==> config.mk <==
export PLATFORM = sky130hd
export DESIGN_NAME = fpu_comp_axis
export DESIGN_NICKNAME = d
export VERILOG_FILES = /design/src/rtl/fpu_comp_axis.sv
export SDC_FILE = /design/constraint.sdc
export NUM_CORES = 1
export LEC_CHECK = 0
export CAP_MARGIN = 20
export CORE_MARGIN = 5
export CORE_UTILIZATION = 41
export CTS_BUF_LIST = sky130_fd_sc_hd__clkbuf_2 sky130_fd_sc_hd__clkbuf_4 sky130_fd_sc_hd__clkbuf_8
export DETAILED_ROUTE_END_ITERATION = 7
export DONT_BUFFER_PORTS = 1
export REMOVE_ABC_BUFFERS = 1
export SLEW_MARGIN = 0
export SYNTH_ARGS = -nofsm -noshare
export SYNTH_HDL_FRONTEND = slang
export SYNTH_SLANG_ARGS = --single-unit
==> constraint.sdc <==
create_clock -name aclk -period 4.3 [get_ports aclk]
set_clock_uncertainty 0.15 [all_clocks]
set_input_delay 0.645 -clock aclk [delete_from_list [all_inputs] [get_ports aclk]]
set_output_delay 0.645 -clock aclk [all_outputs]
set_load 0.05 [all_outputs]
==> src/rtl/fpu_comp_axis.sv <==
// Two-stage pipelined floating-point compare with selectable predicate.
// Joins operand A, operand B and op code streams into one transaction and
// returns {unordered, predicate} on an AXI-Stream master with backpressure.
module fpu_comp_axis #(
    parameter int unsigned EXP_W = 5,
    parameter int unsigned MAN_W = 10,
    parameter int unsigned OUT_W = 8,
    localparam int unsigned DW = 1 + EXP_W + MAN_W
) (
    input  logic             aclk,
    input  logic             aresetn,
    input  logic [DW-1:0]    s_axis_a_tdata,
    input  logic             s_axis_a_tvalid,
    output logic             s_axis_a_tready,
    input  logic [DW-1:0]    s_axis_b_tdata,
    input  logic             s_axis_b_tvalid,
    output logic             s_axis_b_tready,
    input  logic [2:0]       s_axis_operation_tdata,
    input  logic             s_axis_operation_tvalid,
    output logic             s_axis_operation_tready,
    output logic [OUT_W-1:0] m_axis_result_tdata,
    output logic             m_axis_result_tvalid,
    input  logic             m_axis_result_tready
);

    localparam logic [2:0] OpEq = 3'd0;
    localparam logic [2:0] OpLt = 3'd1;
    localparam logic [2:0] OpLe = 3'd2;
    localparam logic [2:0] OpGt = 3'd3;
    localparam logic [2:0] OpGe = 3'd4;
    localparam logic [2:0] OpNe = 3'd5;
    localparam logic [2:0] OpUn = 3'd6;

    // Stage 1: operand classification
    logic       v1_q, v1_d;
    logic       nan_a_q, nan_a_d;
    logic       nan_b_q, nan_b_d;
    logic       zero_ab_q, zero_ab_d;
    logic       sign_a_q, sign_a_d;
    logic       sign_b_q, sign_b_d;
    logic       mag_gt_q, mag_gt_d;
    logic       mag_eq_q, mag_eq_d;
    logic [2:0] op_q, op_d;

    // Stage 2: result word
    logic             v2_q, v2_d;
    logic [OUT_W-1:0] res_q, res_d;

    logic adv1, adv2, accept;

    logic [EXP_W-1:0] exp_a, exp_b;
    logic [MAN_W-1:0] man_a, man_b;
    logic [DW-2:0]    mag_a, mag_b;

    logic             unord, eq, gt, lt, pred;
    logic [OUT_W-1:0] res_word;

    // Handshake: all three inputs are consumed together or not at all
    always_comb begin
        adv2   = ~v2_q | m_axis_result_tready;
        adv1   = ~v1_q | adv2;
        // Gating with aresetn keeps tready low while reset is held
        accept = aresetn & s_axis_a_tvalid & s_axis_b_tvalid & s_axis_operation_tvalid & adv1;
        s_axis_a_tready         = accept;
        s_axis_b_tready         = accept;
        s_axis_operation_tready = accept;
    end

    // Field extraction; magnitude is everything below the sign bit
    always_comb begin
        exp_a = s_axis_a_tdata[DW-2:MAN_W];
        exp_b = s_axis_b_tdata[DW-2:MAN_W];
        man_a = s_axis_a_tdata[MAN_W-1:0];
        man_b = s_axis_b_tdata[MAN_W-1:0];
        mag_a = s_axis_a_tdata[DW-2:0];
        mag_b = s_axis_b_tdata[DW-2:0];
    end

    // Stage 1 next state: load classification only on an accepted transaction
    always_comb begin
        v1_d      = v1_q;
        nan_a_d   = nan_a_q;
        nan_b_d   = nan_b_q;
        zero_ab_d = zero_ab_q;
        sign_a_d  = sign_a_q;
        sign_b_d  = sign_b_q;
        mag_gt_d  = mag_gt_q;
        mag_eq_d  = mag_eq_q;
        op_d      = op_q;
        if (adv1) begin
            v1_d = accept;
            if (accept) begin
                nan_a_d   = (&exp_a) & (|man_a);
                nan_b_d   = (&exp_b) & (|man_b);
                zero_ab_d = ~(|mag_a) & ~(|mag_b);
                sign_a_d  = s_axis_a_tdata[DW-1];
                sign_b_d  = s_axis_b_tdata[DW-1];
                mag_gt_d  = mag_a > mag_b;
                mag_eq_d  = mag_a == mag_b;
                op_d      = s_axis_operation_tdata;
            end
        end
    end

    // Ordered relation and predicate select from the stage 1 classification
    always_comb begin
        unord = nan_a_q | nan_b_q;
        // +0 and -0 are equal despite differing sign bits
        eq    = zero_ab_q | ((sign_a_q == sign_b_q) & mag_eq_q);
        if (zero_ab_q) begin
            gt = 1'b0;
        end else if (sign_a_q != sign_b_q) begin
            gt = ~sign_a_q;
        end else if (sign_a_q) begin
            // Both negative: larger magnitude is the smaller value
            gt = ~mag_gt_q & ~mag_eq_q;
        end else begin
            gt = mag_gt_q;
        end
        lt = ~eq & ~gt;
        case (op_q)
            OpEq:    pred = ~unord & eq;
            OpLt:    pred = ~unord & lt;
            OpLe:    pred = ~unord & (lt | eq);
            OpGt:    pred = ~unord & gt;
            OpGe:    pred = ~unord & (gt | eq);
            OpNe:    pred = unord | ~eq;
            OpUn:    pred = unord;
            default: pred = 1'b0;
        endcase
        res_word    = '0;
        res_word[0] = pred;
        res_word[1] = unord;
    end

    // Stage 2 next state: hold while stalled, otherwise take stage 1
    always_comb begin
        v2_d  = v2_q;
        res_d = res_q;
        if (adv2) begin
            v2_d  = v1_q;
            res_d = v1_q ? res_word : '0;
        end
    end

    // Pipeline state registers
    always_ff @(posedge aclk or negedge aresetn) begin
        if (!aresetn) begin
            v1_q      <= 1'b0;
            nan_a_q   <= 1'b0;
            nan_b_q   <= 1'b0;
            zero_ab_q <= 1'b0;
            sign_a_q  <= 1'b0;
            sign_b_q  <= 1'b0;
            mag_gt_q  <= 1'b0;
            mag_eq_q  <= 1'b0;
            op_q      <= 3'd0;
            v2_q      <= 1'b0;
            res_q     <= '0;
        end else begin
            v1_q      <= v1_d;
            nan_a_q   <= nan_a_d;
            nan_b_q   <= nan_b_d;
            zero_ab_q <= zero_ab_d;
            sign_a_q  <= sign_a_d;
            sign_b_q  <= sign_b_d;
            mag_gt_q  <= mag_gt_d;
            mag_eq_q  <= mag_eq_d;
            op_q      <= op_d;
            v2_q      <= v2_d;
            res_q     <= res_d;
        end
    end

    assign m_axis_result_tvalid = v2_q;
    assign m_axis_result_tdata  = res_q;

endmodule

* After elaboration in Yosys (flattened, before gate mapping) *
Cells that the tools add are included.

operators by class
  magnitude comparators = 1
  eq/ne operators = 9
  reduce and logical (&&, ||, !) cells = 8
  muxes and demuxes = 5
  bitwise gates (word level) = 32

operators by type and width
  operator                                                         number
  15-bit OR reduction                                              2
  10-bit OR reduction                                              2
  1-bit AND                                                        15
  15-bit == test                                                   1
  15-bit > comparator                                              1
  1-bit inverter                                                   10
  5-bit AND reduction                                              2
  3-bit == test, second input constant                             3
  1-bit OR                                                         7
  1-bit case mux with 7 select lines                               1
  3-bit by 2-bit == test with 1-bit output, second input constant  2
  3-bit by 1-bit == test with 1-bit output, second input constant  1
  3-bit zero test                                                  1
  1-bit 2-to-1 mux                                                 3
  2-bit 2-to-1 mux                                                 1
  2-bit AND reduction                                              1
  1-bit == test                                                    1
  1-bit inequality test                                            1

word-level totals
  output and inout bits = 12
  register bits after elaboration = 20
  word-level logic and storage cells = 66
  bits of input ports = 41

* Depth between registers and ports, before layout *
  depth after elaboration = 11
  gate-level depth with buffers = 7
  mapped depth without buffers = 7

* Least setup slack after synthesis *
Ideal clock, no wire load.

  kind = register to output
  from = reg v2_q, in the netlist m_axis_result_tvalid
  to = out s_axis_b_tready
  data required time = 3.505 ns
  buffers on the path = 1
  cell stages (with the launch flop) = 6
  setup slack = 1.994 ns
  arrival = 1.511 ns
  cells stage by stage = dfrtp_1 nor2b_4 nand2_1 nand2b_1 inv_2 buf_4

between the ends
  cells in the longest elaborated chain, start to end = 4

RTL lines
  item                      RTL line  text
  start: declaration        46        logic v2_q, v2_d;
  start signal: assignment  170       v2_q <= v2_d;
  1-bit inverter            60        adv2 = ~v2_q | m_axis_result_tready;
  1-bit OR                  60
  1-bit OR                  61        adv1 = ~v1_q | adv2;
  1-bit AND                 63        accept = aresetn & s_axis_a_tvalid & s_axis_b_tvalid & s_axis_operation_tvalid & adv1;
  end: declaration          17        output logic s_axis_b_tready,

Every way passes these cells.

* Worst setup path after layout *
Ends and elaborated chain as after synthesis.

==> reports/results.tsv <==
metric	value	unit
status	finished, final reports clean	
grt_first_pass_wirelength	4430	µm
power	332	µW
portBuffers	0	
grt_use_total	0.131	
drive_above_1_share	0.0552	
yosys.area.top_type	dfrtp_1	
synth_edf_count	0	
p_per_area	273	mW/mm²
rows	19	
largest_reg_flops	3	
ys_async_sr_fraction	1.00	
clock_path_buffers	2	
numCtsBuffers	3	
final.setup.tns	0	ns
hold_class	primary input to flip-flop	
yosys_most_used_dff	dfrtp_1	
gp_congestion	0.767	
max_freq	340	MHz
detail_route.wl_per_cell	14.9	µm
cp-start-kind	flip-flop	
period_minus_slack	2.94	ns
core-area	0.00278	mm²
cts-resized-gates	0	
leakage	0.589	nW
post_cts_buffers	0	
critPathArrivalTime	2.15	ns
setup_viol	0	
die_area	0.00409	mm²
max_flop_register	op_q	
fin_crit_sh	0.684	
critPathTopFamily	simple AND/OR/NAND/NOR gates	
max_slew_margin	0.463	
cp_max_fo	13	
grt_start_max_net_pins	15	
h-tree-depth	1	
avgSynthCellArea	8.18	µm²
worstPathRequired	3.50	ns
fp.dieW	64.0	µm
via_per_inst	5.74	
dr.pass1.iters	4	
first_iter_violations	69	
yosysMostFrequentCell	nand2_1	
grt-ovfl-total	0	
synthTopCellsByCount	nand2_1, inv_1, ha_1, dfrtp_1	
synth_area_leaders	dfrtp_1, ha_1, nand2_1	
diodes	0	
netlist.area_leader.share	0.293	
clk_latency	0.27	ns
maxSlewViolCount	0	
cts.sinks	14	
dpl.hpwl	2180	µm
crit_type	flip-flop to output port	
cp_cell_sequence	nor2b_4 > nand2_1 > nand2b_1 > inv_2	
worst_slew_pin_slew	0.805	ns
finalHoldViolCount	0	
ir_drop	0.000166	V
crit_path_max_incr_delay	0.64	ns
drc_errors	0	
path_buf_inv	1	
cts_tree	done	
drv_cap	0	
die_h	64.0	µm
drt-total-wl	2620	µm
clock-root-buffer	clkbuf_4	
area_delta_synth_final	1.78	%
synth_area	0.00119	mm²
slowest_stage	dfrtp_1	
synth.distinct_cells	38	
ant_nets	0	
rsz0062_at_grt	false	
synth_cells	146	
final_nets	203	
endpoint_kind	output port	
synthesis.yosys.warnings	0	
synth-seq-cells	14	
io_pins	53	
ys_seq_area_frac	0.293	
start_util	0.430	
grt_pass1_vias	1073	
dr_total_vias	1011	
clk_pin_slew	0.08	ns
antenna_found_initial	0	
==> layout by cell type, fill, tap and decap left out, drive strengths merged <==
| master | count |
|---|---|
| inv | 17 |
| nor4b | 2 |
| or2 | 1 |
| nor3 | 3 |
| dlygate4sd3 | 1 |
| o41ai | 1 |
| ha | 15 |
| nand2b | 2 |
| a211oi | 1 |
| nand2 | 23 |
| dfrtp | 14 |
| a21o | 1 |
| and3 | 1 |
| conb | 6 |
| nor2b | 3 |
| o31ai | 2 |
| nand4 | 8 |
| nor3b | 1 |
| a32oi | 1 |
| o21a | 3 |
| xnor2 | 1 |
| nor4 | 8 |
| a22o | 1 |
| nor2 | 4 |
| a21oi | 5 |
| a2111oi | 1 |
| clkbuf | 3 |
| a31oi | 1 |
| a211o | 1 |
| o21ai | 8 |
| nand3 | 4 |
| a2111o | 1 |
| o31a | 1 |
==> kinds of logic after synthesis <==
| logic type | synth area share |
|---|---|
| DFF | 0.293 |
| xor gates and xnor gates | 0.00733 |
| buffers and inverters | 0.111 |
| adders and majority gates | 0.157 |
| other | 0.00314 |
| and+or+nand+nor | 0.267 |
| AOI/OAI and AO/OA | 0.161 |
==> report_power, final <==
group | total, mW | switching, mW | leakage [nW] | internal, mW
Clock | 0.0731 | 0.0407 | 0.0138 | 0.0324
Combinational | 0.0946 | 0.0563 | 0.390 | 0.0383
Sequential | 0.164 | 0.0197 | 0.185 | 0.145
==> final timing paths <==
kind | cells past startpoint | to | start | slack (ns)
setup / recovery | 4 | s_axis_b_tready | m_axis_result_tvalid | 1.36
hold / removal | 2 | op_q[1] | s_axis_operation_tdata[1] | 0.32
setup reg to reg | 7 | mag_gt_q | m_axis_result_tvalid | 1.75
hold reg to reg | 2 | nan_b_q | nan_b_q | 0.33
max in group asynchronous | 1 | zero_ab_q | aresetn | 2.92
min in group asynchronous | 1 | m_axis_result_tdata[0] | aresetn | 0.67
==> stage by stage <==
| stage | hold WS (ns) | area (µm²) | utilization | std cells | setup slack, ns |
|---|---|---|---|---|---|
| after global placement | 0.200 | 1180 | 0.426 | 172 | 1.71 |
| after CTS | 0.315 | 1220 | 0.437 | 176 | 1.34 |
| final | 0.319 | 1220 | 0.437 | 176 | 1.36 |
| after global routing | 0.319 | 1220 | 0.437 | 176 | 1.19 |
| after floorplan | 0.199 | 1140 | - | 141 | 1.84 |
| after detailed placement | 0.200 | 1180 | 0.426 | 172 | 1.65 |
==> layout make-up <==
class,count,area (µm²)
Inverter,17,63.8
Multi-Input combinational cell,110,731
Fill cell,295,1570
Tap cell,31,38.8
Sequential cell,14,350
Clock buffer,3,22.5
Timing Repair Buffer,1,10.0
==> layer usage <==
layer / part of all wire / global-route usage
met4: 0 / 0.0390
met5: 0 / 0
met2: 0.49 / 0.221
met3: 0.086 / 0.0350
met1: 0.43 / 0.161
==> timing repair <==
item	4_1_cts	5_1_grt
setup endpoints to repair	0	0
hold buffers	1	0
endpoints found under the hold margin	14	0
Power figures use the tool's default switching activity.
